## src/rtl/e203_irq_arb_pkg.sv

```systemverilog
// Shared types and constants for the e203 interrupt arbiter.
package e203_irq_arb_pkg;

  typedef enum logic [1:0] {
    ST_IDLE = 2'd0,
    ST_REQ  = 2'd1,
    ST_HOLD = 2'd2
  } arb_state_e;

  localparam logic [3:0] CAUSE_MEI  = 4'd11;
  localparam logic [3:0] CAUSE_MSI  = 4'd3;
  localparam logic [3:0] CAUSE_MTI  = 4'd7;
  localparam logic [3:0] CAUSE_NONE = 4'd0;

  localparam int unsigned SRC_TMR = 0;
  localparam int unsigned SRC_SFT = 1;
  localparam int unsigned SRC_EXT = 2;
  localparam int unsigned SRC_DBG = 3;

  // Recovers the one-hot source of a latched request from its cause/is_dbg pair.
  function automatic logic [3:0] src_mask(input logic is_dbg, input logic [3:0] cause);
    logic [3:0] m;
    m = '0;
    if (is_dbg) begin
      m[SRC_DBG] = 1'b1;
    end else begin
      case (cause)
        CAUSE_MEI: m[SRC_EXT] = 1'b1;
        CAUSE_MSI: m[SRC_SFT] = 1'b1;
        CAUSE_MTI: m[SRC_TMR] = 1'b1;
        default:   m = '0;
      endcase
    end
    return m;
  endfunction

endpackage

```

## src/rtl/e203_irq_arbiter_if.sv

```systemverilog
// Interrupt lines, enables and request handshake between sync stage/core and arbiter.
interface e203_irq_arbiter_if;
  logic       dbg_irq_r;
  logic       ext_irq_r;
  logic       sft_irq_r;
  logic       tmr_irq_r;
  logic       mstatus_mie;
  logic       mie_meie;
  logic       mie_msie;
  logic       mie_mtie;
  logic       dbg_mode;
  logic       irq_ack;
  logic       irq_req;
  logic       irq_is_dbg;
  logic [3:0] irq_cause;

  modport slave (
    input  dbg_irq_r, ext_irq_r, sft_irq_r, tmr_irq_r,
    input  mstatus_mie, mie_meie, mie_msie, mie_mtie,
    input  dbg_mode, irq_ack,
    output irq_req, irq_is_dbg, irq_cause
  );

  modport master (
    output dbg_irq_r, ext_irq_r, sft_irq_r, tmr_irq_r,
    output mstatus_mie, mie_meie, mie_msie, mie_mtie,
    output dbg_mode, irq_ack,
    input  irq_req, irq_is_dbg, irq_cause
  );
endinterface

```

## src/rtl/e203_irq_prio_sel.sv

```systemverilog
// Fixed-priority selector: dbg > ext > sft > tmr, one-hot grant plus cause code.
module e203_irq_prio_sel
  import e203_irq_arb_pkg::*;
(
  input  logic [3:0] elig_i,
  output logic [3:0] grant_o,
  output logic [3:0] cause_o,
  output logic       is_dbg_o
);

  always_comb begin
    grant_o  = '0;
    cause_o  = CAUSE_NONE;
    is_dbg_o = 1'b0;
    if (elig_i[SRC_DBG]) begin
      grant_o[SRC_DBG] = 1'b1;
      is_dbg_o         = 1'b1;
    end else if (elig_i[SRC_EXT]) begin
      grant_o[SRC_EXT] = 1'b1;
      cause_o          = CAUSE_MEI;
    end else if (elig_i[SRC_SFT]) begin
      grant_o[SRC_SFT] = 1'b1;
      cause_o          = CAUSE_MSI;
    end else if (elig_i[SRC_TMR]) begin
      grant_o[SRC_TMR] = 1'b1;
      cause_o          = CAUSE_MTI;
    end
  end

endmodule

```

## src/rtl/e203_irq_arbiter.sv

```systemverilog
// Interrupt arbiter: eligibility, priority, request hold until ack, post-ack hold-off.
// Optional sticky edge-latched external interrupt: E203_IRQ_ARB_EXT_LATCH_EN.
module e203_irq_arbiter
  import e203_irq_arb_pkg::*;
#(
  parameter int unsigned HOLDOFF_CYC = 4,
  parameter int unsigned CNT_W       = 4
) (
  input logic                clk,
  input logic                rst,
  e203_irq_arbiter_if.slave  irq_if
);

  arb_state_e       state_q, state_d;
  logic             req_q, req_d;
  logic             dbg_q, dbg_d;
  logic [3:0]       cause_q, cause_d;
  logic [CNT_W-1:0] cnt_q, cnt_d;

  logic             ext_src;
  logic [3:0]       elig;
  logic [3:0]       sel_grant, sel_cause;
  logic             sel_dbg;
  logic [3:0]       wd_grant, wd_cause;
  logic             wd_dbg;
  logic             still_elig;

`ifdef E203_IRQ_ARB_EXT_LATCH_EN
  logic ext_prev_q;
  logic ext_pend_q, ext_pend_d;

  // A fresh edge in the ack cycle keeps the pending bit set.
  always_comb begin
    ext_pend_d = (irq_if.ext_irq_r & ~ext_prev_q)
               | (ext_pend_q & ~((state_q == ST_REQ) & irq_if.irq_ack & ~dbg_q
                                 & (cause_q == CAUSE_MEI)));
  end

  always_ff @(posedge clk) begin
    if (rst) begin
      ext_prev_q <= 1'b0;
      ext_pend_q <= 1'b0;
    end else begin
      ext_prev_q <= irq_if.ext_irq_r;
      ext_pend_q <= ext_pend_d;
    end
  end

  assign ext_src = ext_pend_q;
`else
  assign ext_src = irq_if.ext_irq_r;
`endif

  always_comb begin
    elig          = '0;
    elig[SRC_DBG] = irq_if.dbg_irq_r & ~irq_if.dbg_mode;
    elig[SRC_EXT] = ext_src & irq_if.mie_meie & irq_if.mstatus_mie & ~irq_if.dbg_mode;
    elig[SRC_SFT] = irq_if.sft_irq_r & irq_if.mie_msie & irq_if.mstatus_mie & ~irq_if.dbg_mode;
    elig[SRC_TMR] = irq_if.tmr_irq_r & irq_if.mie_mtie & irq_if.mstatus_mie & ~irq_if.dbg_mode;
  end

  e203_irq_prio_sel u_sel (
    .elig_i   (elig),
    .grant_o  (sel_grant),
    .cause_o  (sel_cause),
    .is_dbg_o (sel_dbg)
  );

  // Same selector restricted to the latched source: it still wins only if still eligible.
  e203_irq_prio_sel u_wd (
    .elig_i   (elig & src_mask(dbg_q, cause_q)),
    .grant_o  (wd_grant),
    .cause_o  (wd_cause),
    .is_dbg_o (wd_dbg)
  );

  assign still_elig = (|wd_grant) & (wd_cause == cause_q) & (wd_dbg == dbg_q);

  always_comb begin
    state_d = state_q;
    req_d   = req_q;
    dbg_d   = dbg_q;
    cause_d = cause_q;
    cnt_d   = cnt_q;
    case (state_q)
      ST_IDLE: begin
        if (|sel_grant) begin
          state_d = ST_REQ;
          req_d   = 1'b1;
          dbg_d   = sel_dbg;
          cause_d = sel_cause;
        end
      end
      ST_REQ: begin
        if (irq_if.irq_ack) begin
          req_d   = 1'b0;
          dbg_d   = 1'b0;
          cause_d = CAUSE_NONE;
          if (HOLDOFF_CYC > 0) begin
            state_d = ST_HOLD;
            cnt_d   = CNT_W'(HOLDOFF_CYC);
          end else begin
            state_d = ST_IDLE;
          end
        end else if (!still_elig) begin
          state_d = ST_IDLE;
          req_d   = 1'b0;
          dbg_d   = 1'b0;
          cause_d = CAUSE_NONE;
        end
      end
      ST_HOLD: begin
        if (cnt_q <= CNT_W'(1)) begin
          state_d = ST_IDLE;
          cnt_d   = '0;
        end else begin
          cnt_d = cnt_q - CNT_W'(1);
        end
      end
      default: begin
        state_d = ST_IDLE;
        req_d   = 1'b0;
        dbg_d   = 1'b0;
        cause_d = CAUSE_NONE;
        cnt_d   = '0;
      end
    endcase
  end

  always_ff @(posedge clk) begin
    if (rst) begin
      state_q <= ST_IDLE;
      req_q   <= 1'b0;
      dbg_q   <= 1'b0;
      cause_q <= CAUSE_NONE;
      cnt_q   <= '0;
    end else begin
      state_q <= state_d;
      req_q   <= req_d;
      dbg_q   <= dbg_d;
      cause_q <= cause_d;
      cnt_q   <= cnt_d;
    end
  end

  assign irq_if.irq_req    = req_q;
  assign irq_if.irq_is_dbg = dbg_q;
  assign irq_if.irq_cause  = cause_q;

endmodule
```

## src/flat_wrapper.sv

```systemverilog
// flat-port wrapper written by rule: the top's interface ports become plain ports
module e203_irq_arbiter_flat import e203_irq_arb_pkg::*;
#(
  parameter int unsigned HOLDOFF_CYC = 4,
  parameter int unsigned CNT_W       = 4
)
  (clk, rst, irq_if_dbg_irq_r, irq_if_ext_irq_r, irq_if_sft_irq_r, irq_if_tmr_irq_r, irq_if_mstatus_mie, irq_if_mie_meie, irq_if_mie_msie, irq_if_mie_mtie, irq_if_dbg_mode, irq_if_irq_ack, irq_if_irq_req, irq_if_irq_is_dbg, irq_if_irq_cause);
  e203_irq_arbiter_if irq_if_i ();
  input logic clk;
  input logic rst;
  input wire logic [$bits(irq_if_i.dbg_irq_r)-1:0] irq_if_dbg_irq_r;
  input wire logic [$bits(irq_if_i.ext_irq_r)-1:0] irq_if_ext_irq_r;
  input wire logic [$bits(irq_if_i.sft_irq_r)-1:0] irq_if_sft_irq_r;
  input wire logic [$bits(irq_if_i.tmr_irq_r)-1:0] irq_if_tmr_irq_r;
  input wire logic [$bits(irq_if_i.mstatus_mie)-1:0] irq_if_mstatus_mie;
  input wire logic [$bits(irq_if_i.mie_meie)-1:0] irq_if_mie_meie;
  input wire logic [$bits(irq_if_i.mie_msie)-1:0] irq_if_mie_msie;
  input wire logic [$bits(irq_if_i.mie_mtie)-1:0] irq_if_mie_mtie;
  input wire logic [$bits(irq_if_i.dbg_mode)-1:0] irq_if_dbg_mode;
  input wire logic [$bits(irq_if_i.irq_ack)-1:0] irq_if_irq_ack;
  output wire logic [$bits(irq_if_i.irq_req)-1:0] irq_if_irq_req;
  output wire logic [$bits(irq_if_i.irq_is_dbg)-1:0] irq_if_irq_is_dbg;
  output wire logic [$bits(irq_if_i.irq_cause)-1:0] irq_if_irq_cause;
  assign irq_if_i.dbg_irq_r = irq_if_dbg_irq_r;
  assign irq_if_i.ext_irq_r = irq_if_ext_irq_r;
  assign irq_if_i.sft_irq_r = irq_if_sft_irq_r;
  assign irq_if_i.tmr_irq_r = irq_if_tmr_irq_r;
  assign irq_if_i.mstatus_mie = irq_if_mstatus_mie;
  assign irq_if_i.mie_meie = irq_if_mie_meie;
  assign irq_if_i.mie_msie = irq_if_mie_msie;
  assign irq_if_i.mie_mtie = irq_if_mie_mtie;
  assign irq_if_i.dbg_mode = irq_if_dbg_mode;
  assign irq_if_i.irq_ack = irq_if_irq_ack;
  assign irq_if_irq_req = irq_if_i.irq_req;
  assign irq_if_irq_is_dbg = irq_if_i.irq_is_dbg;
  assign irq_if_irq_cause = irq_if_i.irq_cause;
  e203_irq_arbiter #(.HOLDOFF_CYC(HOLDOFF_CYC), .CNT_W(CNT_W)) u_core (.clk(clk), .rst(rst), .irq_if(irq_if_i));
endmodule
```

## config.mk

```make
export PLATFORM = sky130hd
export DESIGN_NAME = e203_irq_arbiter_flat
export DESIGN_NICKNAME = d
export VERILOG_FILES = /design/src/rtl/e203_irq_arb_pkg.sv /design/src/rtl/e203_irq_arbiter_if.sv /design/src/rtl/e203_irq_prio_sel.sv /design/src/rtl/e203_irq_arbiter.sv /design/src/flat_wrapper.sv
export SDC_FILE = /design/constraint.sdc
export NUM_CORES = 1
export LEC_CHECK = 0
export CORE_UTILIZATION = 51
export DETAILED_ROUTE_END_ITERATION = 7
export PLACE_DENSITY = 0.82
export SLEW_MARGIN = 20
export SYNTH_ARGS = -nofsm -noshare
export SYNTH_HDL_FRONTEND = slang
export SYNTH_SLANG_ARGS = --single-unit
```

## constraint.sdc

```tcl
create_clock -name clk -period 3.33 [get_ports clk]
set_input_delay 0.4995 -clock clk [delete_from_list [all_inputs] [get_ports clk]]
set_output_delay 0.4995 -clock clk [all_outputs]
set_load 0.01 [all_outputs]
```

# [Word-level counts from Yosys, hierarchy flattened]
# Cells that the tools add are included.
[word_totals] out_inout_bits=6 regBits=12 elab_cells=85 in_bits=12
[classes] n_mux=45 n_lt_le_gt_ge=1 bitwise_logic=16 reduce_logical=6 n_eq_ne=11 add_sub_neg=1
[ops] cell="$mux 4" n=11
[ops] cell="$pmux 4 s3" n=2
[ops] cell="$mux 1" n=18
[ops] cell="$mux 3" n=5
[ops] cell="$and 1x1->1" n=12
[ops] cell="$mux 2" n=6
[ops] cell="$reduce_or 4->1" n=2
[ops] cell="$pmux 1 s3" n=2
[ops] cell="$pmux 2 s3" n=1
[ops] cell="$reduce_and 3->1" n=2
[ops] cell="$and 4x4->4" n=1
[ops] cell="$eq 4x2->1 const B" n=1
[ops] cell="$eq 4x3->1 const B" n=1
[ops] cell="$eq 4x4->1" n=1
[ops] cell="$eq 4x4->1 const B" n=1
[ops] cell="$le 4x1->1 const B" n=1
[ops] cell="$ne 2x1->1 const B" n=2
[ops] cell="$sub 4x1->4 const B" n=1
[ops] cell="$ne 3x3->1 const B" n=1
[ops] cell="$not 1->1" n=3
[ops] cell="$eq 2x1->1 const B" n=1
[ops] cell="$eq 2x2->1 const B" n=1
[ops] cell="$logic_not 2->1" n=1
[ops] cell="$ne 2x2->1 const B" n=1
[ops] cell="2 further kinds" n=2

# [Logic depth before layout (Yosys ltp)]
# Gate-level depths: netlist of the first run.
[logic_depth] depth_word=14 depth_mapped=6 mapped_depth_nobuf=6

# [By module]
# Synthesis of the first run repeated with hierarchy kept, for this count alone.
[hier_totals] cells_unflattened=112 area_unflattened_um2=991.0
[modules_own_cells] mod="e203_irq_arbiter" seq_area_each_um2=240.2 cells_each=92 n_inst=1 area_each_um2=835.8
[modules_own_cells] mod="e203_irq_prio_sel" seq_area_each_um2=0.0 cells_each=10 n_inst=2 area_each_um2=77.6

# [Worst setup path after synthesis of the first run]
# Ideal clock, no wire load.
[synth_timing] kind="reg-to-reg" from="reg u_core.state_q[1]" to="reg u_core.state_q[0]" period_less_slack_ns=1.690 setup_slack_ns=1.640 path_buffers=0 setup_time_ns=0.116 stages_incl_launch_ff=7 t_required_ns=3.214 arrival_ns=1.574 path_cell_list="dfxtp_1 > inv_1 > ha_1 > or3b_1 > a221oi_2 > a311oi_1 > o211a_1"
[synth_between] elab_chain_len=3 word_cells_on_any_way=8 cone_classes="5 x eq/ne; 1 x mux; 2 x reduce/logical"
[synth_rtl] item="start: declaration" line="e203_irq_arbiter.sv:14" rtl="arb_state_e state_q, state_d;"
[synth_rtl] item="start signal: assignment" line="e203_irq_arbiter.sv:138" rtl="state_q <= state_d;"
[synth_rtl] item="$eq 2x1->1, or another cell as far along" line="e203_irq_arbiter.sv:85" rtl="case (state_q)"
[synth_rtl] item="$ne 3x3->1 (no line) or $ne 2x1->1 (tied branches)"
[synth_rtl] item="$reduce_and 3->1 (no line)"
# Parallel ways exist; a longest one is shown, timed or not.
# A chain may end at the register's enable or synchronous reset.

# [Worst setup path in the final report of the first run]
[layout_timing] from="in irq_if_sft_irq_r" to="reg u_core.state_q[1]"
[layout_between] elab_chain_len=12 word_cells_on_any_way=23 cone_classes="3 x eq/ne; 11 x mux; 6 x bitwise; 3 x reduce/logical"
[layout_rtl] item="start: declaration" line="flat_wrapper.sv:13" rtl="input wire logic [$bits(irq_if_i.sft_irq_r)-1:0] irq_if_sft_irq_r;"
[layout_rtl] item="$and 1x1->1 * (3 in a row)" line="e203_irq_arbiter.sv:58" rtl="elig[SRC_SFT] = irq_if.sft_irq_r & irq_if.mie_msie & irq_if.mstatus_mie & ~irq_if.dbg_mode;"
[layout_rtl] item="$and 4x4->4" line="e203_irq_arbiter.sv:71" rtl=".elig_i (elig & src_mask(dbg_q, cause_q)),"
[layout_rtl] item="$mux 4 or $mux 1 (tied branches)" line="e203_irq_prio_sel.sv:21" rtl="end else if (elig_i[SRC_SFT]) begin"
[layout_rtl] item="$mux 4 or $mux 2 (tied branches)" line="e203_irq_prio_sel.sv:18" rtl="end else if (elig_i[SRC_EXT]) begin"
[layout_rtl] item="$mux 4 or $mux 3 (tied branches)" line="e203_irq_prio_sel.sv:15" rtl="if (elig_i[SRC_DBG]) begin"
[layout_rtl] item="$eq 4x4->1 or $reduce_or 4->1 (tied branches)" line="e203_irq_arbiter.sv:77" rtl="assign still_elig = (|wd_grant) & (wd_cause == cause_q) & (wd_dbg == dbg_q);"
[layout_rtl] item="$and 1x1->1 (2 in a row)" line="e203_irq_arbiter.sv:77"
[layout_rtl] item="$ne 3x3->1 (no line)"
[layout_rtl] item="$reduce_and 3->1 (no line) *"
# Mark *: on every way between the ends. The rest lies on a longest branch, timed or not.

==> results of run 1 <==
[cell type report]
cell class              instances  area share [%]
clock buffers                   3            2.37
inverters                       8            3.17
clock inverters                 1           0.528
repair buffers                 17            17.9
multi-input cells              65            50.8
flip-flops and latches         11            23.2
well taps                      15            1.98
[worst paths after layout]
check	endpoint	cells after the start	from
hold / removal	u_core.irq_if.irq_req$_SDFFE_PP0P_	2	u_core.irq_if.irq_req$_SDFFE_PP0P_
setup reg to reg	u_core.irq_if.irq_cause[3]$_SDFFE_PP0P_	6	u_core.state_q[1]$_SDFFE_PP0P_
hold reg to reg	u_core.irq_if.irq_req$_SDFFE_PP0P_	2	u_core.irq_if.irq_req$_SDFFE_PP0P_
setup / recovery	u_core.state_q[1]$_SDFFE_PP0P_	5	irq_if_sft_irq_r
[sequential cells by signal, summed over array words and instances, names as in the netlist]
name / flops
u_core.cnt_q: 4
u_core.irq_if.irq_cause: 3
u_core.state_q: 2
u_core.irq_if.irq_is_dbg: 1
u_core.irq_if.irq_req: 1
[layer usage]
metal	track usage, %	vias up	part of all wire (%)
met2	40.7	14	51
met1	28.8	357	45
met4	3.45	0	0.54
met3	10.6	2	3.3
met5	0	-	0
li1	-	366	-
[power breakdown]
group | switching, mW | internal, mW
combinational | 0.0579 | 0.0573
clock | 0.0462 | 0.0445
sequential | 0.00741 | 0.140
total | 0.112 | 0.241
[worst reg2reg max path, delay by kind of cell, from the launching register on]
| kind | cells | cell delay, ps |
|---|---|---|
| AO/OA/AOI/OAI | 2 | 620 |
| flip-flops | 1 | 330 |
| multiplexers | 1 | 200 |
| adder cells (fa/ha/maj) | 1 | 210 |
| buffers and inverters | 1 | 80 |
| AND/OR/NAND/NOR | 1 | 380 |
[per-stage QoR]
stage / std cells / cell area (µm²) / setup slack, ps / hold WS (ps) / util [%]
floorplan: 85 / 739 / 1640 / 433 / -
global placement: 116 / 921 / 1100 / 445 / 69.9
detailed placement: 116 / 921 / 1080 / 464 / 69.9
CTS: 120 / 948 / 1360 / 475 / 72.0
global route: 120 / 948 / 1260 / 490 / 72.0
finish: 120 / 948 / 1360 / 470 / 72.0
[logic make-up after synthesis]
kind of cell	share of synthesized area (%)
adder cells (fa/ha/maj)	8.46
buffers and inverters	5.08
flip-flops	29.8
AND/OR/NAND/NOR	23.0
AO/OA/AOI/OAI	25.6
multiplexers	8.12
[synth_stat cells]
master and number:
nor2b_1 1, dfxtp_1 11, a2111oi_0 1, nand3_1 3
o21ai_0 2, nor4b_1 1, or3_1 1, o211ai_1 1
nand3b_1 1, nor4_1 1, mux2i_1 6, nand2_1 11
o211a_1 1, nand2b_1 4, a311oi_2 1, inv_1 7
nand4b_1 1, buf_4 1, o31a_1 1, or2_2 1
a221oi_2 1, or3b_1 1, a221oi_1 1, o311a_1 2
nor2_1 4, a21oi_1 4, a211o_1 1, or3b_2 1
a222oi_1 1, a311oi_1 1, nand4_1 1, o31ai_1 1
a311o_2 1, a31o_1 1, a311o_1 1, ha_1 5
clkinv_1 1
==> out/qor.yml, run 1 <==
critical_path_class: "in2reg"
slowest_stage: "clkdlybuf4s50_1"
die_y_um: 40.1
slowest_delay_ps: 450
final_cell_mix: "17 x clkdlybuf4s50_1, 11 x nand2_1, 11 x dfxtp_1"
grt_max_degree: 10
setup_tns_ps: 0
slew_viol_final: 0
synthesis.nets: 102
synth_area_per_cell_um2: 8.70
crit_chain: "clkdlybuf4s50_1, a211o_1, a31o_1, a311oi_1, mux2i_1"
drt_wl_total_um: 1860
cts.repair.resized: 0
drive_gt1_share_pct: 8.57
clk_pin_slew_ps: 70
hold_buffers: 0
postCtsSetupBuffers: 0
period_needed_ps: 1970
path_max_fanout: 4
synth.distinct_cells: 37
ff2ff_setup_slack_ps: 1450
cts_buffers: 3
core_area_um2: 1320
synth_top_area_share_pct: 29.8
diodes: 0
first_global_vias: 595
holdCritPathClass: "reg2reg"
yosysTopAreaCell: "dfxtp_1"
drt_pre_antenna_iters: 4
portBuffers: 17
cp.arrival_ps: 2170
areaGrowthSynthToFinish_pct: 28.3
routed_via_density: 6.16
seqCellArea_um2: 220
rows: 13
drc: 0
cellLeakagePower_nw: 0.369
yosysSeqAreaShare_pct: 29.8
ios: 18
skew_ps: 4.81
critical_path_required_ps: 3540
fin_crit_sh_pct: 59.1
grt_usage_pct: 24.2
grt_pass1_wl_um: 2530
yosysWarnings: 0
dpl.hpwl_um: 1420
n_fill_cell: 97
hold_viol_final: 0
crit_family: "compound AO/OA/AOI/OAI gates"
clk_latency_ps: 270
power_density_nw_per_um2: 372
max_freq_ghz: 0.508
synth_seq_cells: 11
netlist_area_um2: 739
gp_congestion: 0.866
root_buffer: "clkbuf_4"
final_common_cell: "clkdlybuf4s50_1"
cts_buffer_depth: 2
start_util_pct: 56.1
run_status: "complete, no violations"
ctsHtreeMaxLevel: 1
crit_buf_inv: 1
dieArea_um2: 1610
cts_sinks: 11
crit_path_start_kind: "primary input"
ir_drop_mv: 0.304
vias: 739
ant_nets: 0
die_x_um: 40.1
finalPower_uw: 353
nets: 123
grt_setup_unrepaired: "false"
drv_cap: 0
grt_overflow: 0
synth_area_leaders: "dfxtp_1 30%, ha_1 8.5%, mux2i_1 8.1%, nand2_1 5.6%, inv_1 3.6%"
wl_per_cell_um: 15.5
synthCells: 85
worst_slew_pin_slew_ps: 518
worstSetupEndpointType: "flop"
setup_viol: 0
relSlewSlack_pct: 65.1
antenna_found_initial: 0
drt_iter0_drc: 18
multi_input_area_um2: 482
cts_tree: "done"
(Power assumes the default switching activity.)
==> run 2, diff against run 1 <==
--- a/config.mk
+++ b/config.mk
@@ -5,9 +5,9 @@
 export SDC_FILE = /design/constraint.sdc
 export NUM_CORES = 1
 export LEC_CHECK = 0
-export CORE_UTILIZATION = 51
+export CORE_UTILIZATION = 47
 export DETAILED_ROUTE_END_ITERATION = 7
-export PLACE_DENSITY = 0.82
+export PLACE_DENSITY = 0.76
 export SLEW_MARGIN = 20
 export SYNTH_ARGS = -nofsm -noshare
 export SYNTH_HDL_FRONTEND = slang
==> constraint.sdc (replaced) <==
create_clock -name clk -period 2.1 [get_ports clk]
set_input_delay 0.315 -clock clk [delete_from_list [all_inputs] [get_ports clk]]
set_output_delay 0.315 -clock clk [all_outputs]
set_load 0.01 [all_outputs]
==> run 2 against run 1 <==
Effect of this change: sequential power grew 59%; routed wire length decreased by 11%; global-route usage shrank 2.2 points; utilization is 2.9 points lower; clock-buffer cell count rose by 1; combinational power grew 55%; clock power grew 69%; setup slack got worse by 1100 ps; die area grew 8.1%; non-clock buffer count grew 1; critical path depth grew 1; design area grew 0.66%; critical path type is now reg2reg.
==> out/qor.yml, run 2 (synthesis gave the netlist of run 1 again) <==
run_status: "complete, no violations"
max_freq_ghz: 0.535
multi_input_area_um2: 482  # unchanged
r2r-end: "u_core.state_q[0]$_SDFFE_PP0P_"
drt_iter0_drc: 9  # -9
largest_register_ffs: 4  # unchanged
skew_ps: 7.32  # +2.50 ps
drv_cap: 0  # unchanged
dieArea_um2: 1740  # +8.1%
drc: 0  # unchanged
critical_path_required_ps: 2260  # -1280 ps
ir_drop_mv: 0.440  # +45%
largest-register: "u_core.cnt_q"
wl_met3_um: 63  # +1.6%
nets: 124  # +0.81%
period_needed_ps: 1870
cp.arrival_ps: 2030  # -140 ps
setup_tns_ps: 0  # unchanged
cts_buffers: 3  # unchanged
cellLeakagePower_nw: 0.370  # +0.39%
hold_viol_final: 0  # unchanged
portBuffers: 17  # unchanged
root_buffer: "clkbuf_4"
die_y_um: 41.7  # +4.0%
die_x_um: 41.7  # +4.0%
ios: 18  # unchanged
fin_hold_ws_ps: 466  # -4.48 ps
grt_max_degree: 10  # unchanged
wirelength_met1_um: 850  # +0.95%
gp_congestion: 0.799  # -7.7%
wl_per_cell_um: 13.8  # -11%
rows: 13  # unchanged
dpl.hpwl_um: 1330  # -6.8%
power_density_nw_per_um2: 591  # +59%
dp_cells: 117  # +0.86%
ctsHtreeMaxLevel: 1  # unchanged
worst_r2r_path_depth: 6  # unchanged
crit_path_start_kind: "flop"
clk_latency_ps: 270  # about the same
drt_wl_total_um: 1660  # -11%
antenna_found_initial: 0  # unchanged
start_util_pct: 53.5  # -2.6 points
highest-signal-layer: "met4"
fin_cells: 121  # +0.83%
cts_tree: "done"
fin_ws_ps: 231  # -1130 ps
cts_sinks: 11  # unchanged
path_max_fanout: 4  # unchanged
wl_met2_um: 727  # -23%
grt_usage_pct: 22.0  # -2.2 points
worst_slew_pin_slew_ps: 536  # +17.3 ps
min_from: "u_core.irq_if.irq_req$_SDFFE_PP0P_"
drive_gt1_share_pct: 8.49  # -0.081 points
relSlewSlack_pct: 64.0  # -1.2 points
grt_setup_unrepaired: "false"
vias: 708  # -4.2%
hold_depth: 2  # unchanged
drt_pre_antenna_iters: 4  # unchanged
clk_pin_slew_ps: 80  # about the same
hold_buffers: 0  # unchanged
areaGrowthSynthToFinish_pct: 29.1
final_cell_mix: "17 x clkdlybuf4s50_1, 11 x nand2_1, 11 x dfxtp_1"
finalPower_uw: 564  # +60%
routed_via_density: 5.85  # -5.0%
cts_buffer_depth: 2  # unchanged
dp_slack_ps: 31.9  # -1050 ps
final_common_cell: "clkdlybuf4s50_1"
grt_pass1_wl_um: 2980  # +18%
postCtsSetupBuffers: 0  # unchanged
first_global_vias: 677  # +14%
ant_nets: 0  # unchanged
worstSetupEndpointType: "flop"
hold_end: "u_core.irq_if.irq_req$_SDFFE_PP0P_"
n_fill_cell: 105  # +8.2%
slew_viol_final: 0  # unchanged
grt_overflow: 0  # unchanged
fin_crit_sh_pct: 89.0
seqCellArea_um2: 220  # unchanged
holdCritPathClass: "reg2reg"
setup_viol: 0  # unchanged
core_area_um2: 1380  # +4.9%
r2r-start: "u_core.state_q[1]$_SDFFE_PP0P_"
diodes: 0  # unchanged
cts.repair.resized: 0  # unchanged
ff2ff_setup_slack_ps: 230  # -1220 ps
critical_path_class: "reg2reg"
-- run 2: cell types whose count changed in the layout (fill, tap and decap cells not counted), sizes merged --
cell and delta:
clkinv -1, buf +1, clkbuf +1
-- run 2: critical path: stages (launching register included) --
cell and delay [ps]:
dfxtp_1 340, inv_1 90, ha_1 200, or3b_1 370
a221oi_2 320, a311oi_1 200, o211a_1 240
-- run 2: metrics by stage --
step	utilization, %	area [µm²]
final	69.0	955
after global routing	69.0	955
after CTS	69.0	955
after detailed placement	67.1	928
after global placement	67.1	928
after floorplan	-	739
-- run 2: worst max path at each step --
stage | end | from | depth (start not counted)
after floorplan | u_core.state_q[0]$_SDFFE_PP0P_ | u_core.state_q[1]$_SDFFE_PP0P_ | 6
after global placement | u_core.irq_if.irq_cause[3]$_SDFFE_PP0P_ | irq_if_dbg_mode | 5
after detailed placement | u_core.irq_if.irq_cause[3]$_SDFFE_PP0P_ | irq_if_dbg_mode | 5
after CTS | u_core.irq_if.irq_cause[3]$_SDFFE_PP0P_ | u_core.state_q[1]$_SDFFE_PP0P_ | 6
after global routing | u_core.irq_if.irq_is_dbg$_SDFFE_PP0P_ | u_core.state_q[1]$_SDFFE_PP0P_ | 6
final | u_core.state_q[0]$_SDFFE_PP0P_ | u_core.state_q[1]$_SDFFE_PP0P_ | 6
-- run 2: routing by layer --
metal,vias up,GRT usage (%)
met5,-,0
met4,0,7.74
met3,2,5.65
met2,12,34.1
met1,332,29.5
li1,362,-
-- run 2: final cells by class --
type,instances,share of cell area (%)
multi-input cells,65,50.5
flip-flops and latches,11,23.1
repair buffers,18,18.6
inverters,8,3.15
clock buffers,4,2.75
well taps,15,1.97
-- run 2: power breakdown --
part / internal [mW] / switching, mW / total (mW)
Sequential: 0.221 / 0.0114 / 0.233
Combinational: 0.0905 / 0.0878 / 0.178
Clock: 0.0735 / 0.0796 / 0.153
Total: 0.385 / 0.179 / 0.564
==> run 3, diff against run 2 <==
==> constraint.sdc (replaced) <==
create_clock -name clk -period 2.1 [get_ports clk]
set_input_delay 0.42 -clock clk [delete_from_list [all_inputs] [get_ports clk]]
set_output_delay 0.42 -clock clk [all_outputs]
set_load 0.01 [all_outputs]
==> run 3 against run 2 <==
Effect of this change: non-clock buffer count grew 2; critical path depth stayed put; first-iteration DRC count grew to 2.8 times the previous value; hold slack improved by 9.0 ps; clock power barely moved; via count rose by 6.8%; fmax shrank 0.62%; power increased by 1.3%.
==> out/qor.yml, run 3 (synthesis gave the netlist of run 1 again) <==
vias: 756  # +6.8%
cts_sinks: 11  # unchanged
ir_drop_mv: 0.402  # -8.7%
switchingPower_uw: 183  # +2.2%
grt_usage_pct: 22.9  # +0.93 points
cts.repair.resized: 0  # unchanged
drv_cap: 0  # unchanged
max_freq_ghz: 0.532  # -0.62%
combPwrFrac_pct: 32.2  # +0.6 points
cp.arrival_ps: 2090  # +60 ps
cts_tree: "done"
grt_max_degree: 10  # unchanged
relSlewSlack_pct: 65.3  # +1.3 points
first_global_vias: 675  # -0.30%
largest_register_ffs: 4  # unchanged
routed_via_density: 6.15  # +5.0%
internal-power_uw: 389  # +0.83%
wl_per_cell_um: 14.7  # +7.0%
holdCritPathClass: "reg2reg"
final_cell_mix: "17 x clkdlybuf4s50_1, 11 x nand2_1, 11 x dfxtp_1"
fin_crit_sh_pct: 89.6  # +0.55 points
clk_pin_slew_ps: 80  # about the same
worstSetupEndpointType: "flop"
core_area_um2: 1380  # unchanged
dieArea_um2: 1740  # unchanged
drc: 0  # unchanged
rows: 13  # unchanged
period_needed_ps: 1880  # +11.6 ps
run_status: "complete, no violations"
portBuffers: 17  # unchanged
slew_viol_final: 0  # unchanged
pwr-share-seq_pct: 40.7  # -0.6 points
die_x_um: 41.7  # unchanged
antenna_found_initial: 0  # unchanged
gp_congestion: 0.856  # +7.1%
start_util_pct: 53.5  # unchanged
drt_iter0_drc: 25  # +16
setup_viol: 0  # unchanged
ant_nets: 0  # unchanged
crit_path_start_kind: "flop"
cts_buffers: 3  # unchanged
cellLeakagePower_nw: 0.381  # +2.9%
path_max_fanout: 4  # unchanged
cts_buffer_depth: 2  # unchanged
hold_viol_final: 0  # unchanged
placed_cell_area_um2: 943  # +1.6%
critical_path_class: "reg2reg"
drt_pre_antenna_iters: 4  # unchanged
grt_overflow: 0  # unchanged
clk_latency_ps: 280  # about the same
fin_ws_ps: 219  # -11.6 ps
ios: 18  # unchanged
ctsHtreeMaxLevel: 1  # unchanged
pwr-share-clk_pct: 27.2  # about the same
dpl.hpwl_um: 1410  # +6.3%
root_buffer: "clkbuf_4"
n_fill_cell: 123  # +17%
final_common_cell: "clkdlybuf4s50_1"
hold_buffers: 0  # unchanged
skew_ps: 4.00  # -3.31 ps
grt_setup_unrepaired: "false"
worst_slew_pin_slew_ps: 516  # -19.4 ps
drt_wl_total_um: 1810  # +8.8%
grt_pass1_wl_um: 3040  # +2.1%
dp_slack_ps: -61.0  # -92.9 ps
areaGrowthSynthToFinish_pct: 31.1
drive_gt1_share_pct: 10.2  # +1.7 points
postCtsSetupBuffers: 0  # unchanged
nets: 126  # +1.6%
critical_path_required_ps: 2310  # +50 ps
stdcell_area_um2: 970  # +1.6%
power_density_nw_per_um2: 589  # -0.29%
diodes: 0  # unchanged
die_y_um: 41.7  # unchanged
switching_share_pct: 32.0  # +0.30 points
largest-register: "u_core.cnt_q"
-- run 3: cell types whose count changed in the layout (fill, tap and decap cells not counted) --
cell,change
buf_4,+2
-- run 3: critical path, stage by stage (launching register included) --
cell and delay, ps:
dfxtp_1 340, inv_1 80, ha_1 200, or3b_1 380
a221oi_2 320, a311o_2 300, mux2i_1 190
-- run 3: metrics by stage --
step	std cells	power, mW	hold WS, ps	TNS [ps]	utilization [%]
after global placement	119	0.417	450	-46.7	68.2
final	123	0.571	475	0	70.1
after global routing	123	0.604	509	0	70.1
after CTS	123	0.575	481	0	70.1
after detailed placement	119	0.419	470	-208	68.2
after floorplan	85	0.348	433	0	-
-- run 3: path summary, 6_finish.rpt --
| path | from | to | slack, ps | depth (start not counted) |
|---|---|---|---|---|
| worst max-delay path | u_core.state_q[1]$_SDFFE_PP0P_ | u_core.irq_if.irq_is_dbg$_SDFFE_PP0P_ | 220 | 6 |
| worst min-delay path | u_core.irq_if.irq_req$_SDFFE_PP0P_ | u_core.irq_if.irq_req$_SDFFE_PP0P_ | 470 | 2 |
| worst max register to register | u_core.state_q[1]$_SDFFE_PP0P_ | u_core.irq_if.irq_is_dbg$_SDFFE_PP0P_ | 220 | 6 |
| worst min register to register | u_core.irq_if.irq_req$_SDFFE_PP0P_ | u_core.irq_if.irq_req$_SDFFE_PP0P_ | 470 | 2 |
-- run 3: cell type report --
class	count	area [µm²]	share of cell area, %
multi-input combinational	65	482	49.7
tap	15	18.8	1.94
clock buffer	4	26.3	2.71
sequential	11	220	22.7
timing repair buffer	20	193	19.9
inverter	8	30.0	3.10
-- run 3: routing by layer --
metal	wire length, µm	part of all wire (%)	GRT usage (%)
met5	0	0	0
met4	33	1.8	9.68
met3	106	5.9	3.91
met2	816	45	34.1
met1	853	47	32.5
-- run 3: power by group through the flow --
stage | registers (mW) | logic (mW) | clock network, mW
after floorplan | 0.238 | 0.110 | 0
after global placement | 0.237 | 0.180 | 0
after detailed placement | 0.237 | 0.182 | 0
after CTS | 0.232 | 0.183 | 0.160
after global routing | 0.235 | 0.200 | 0.169
final | 0.232 | 0.184 | 0.155
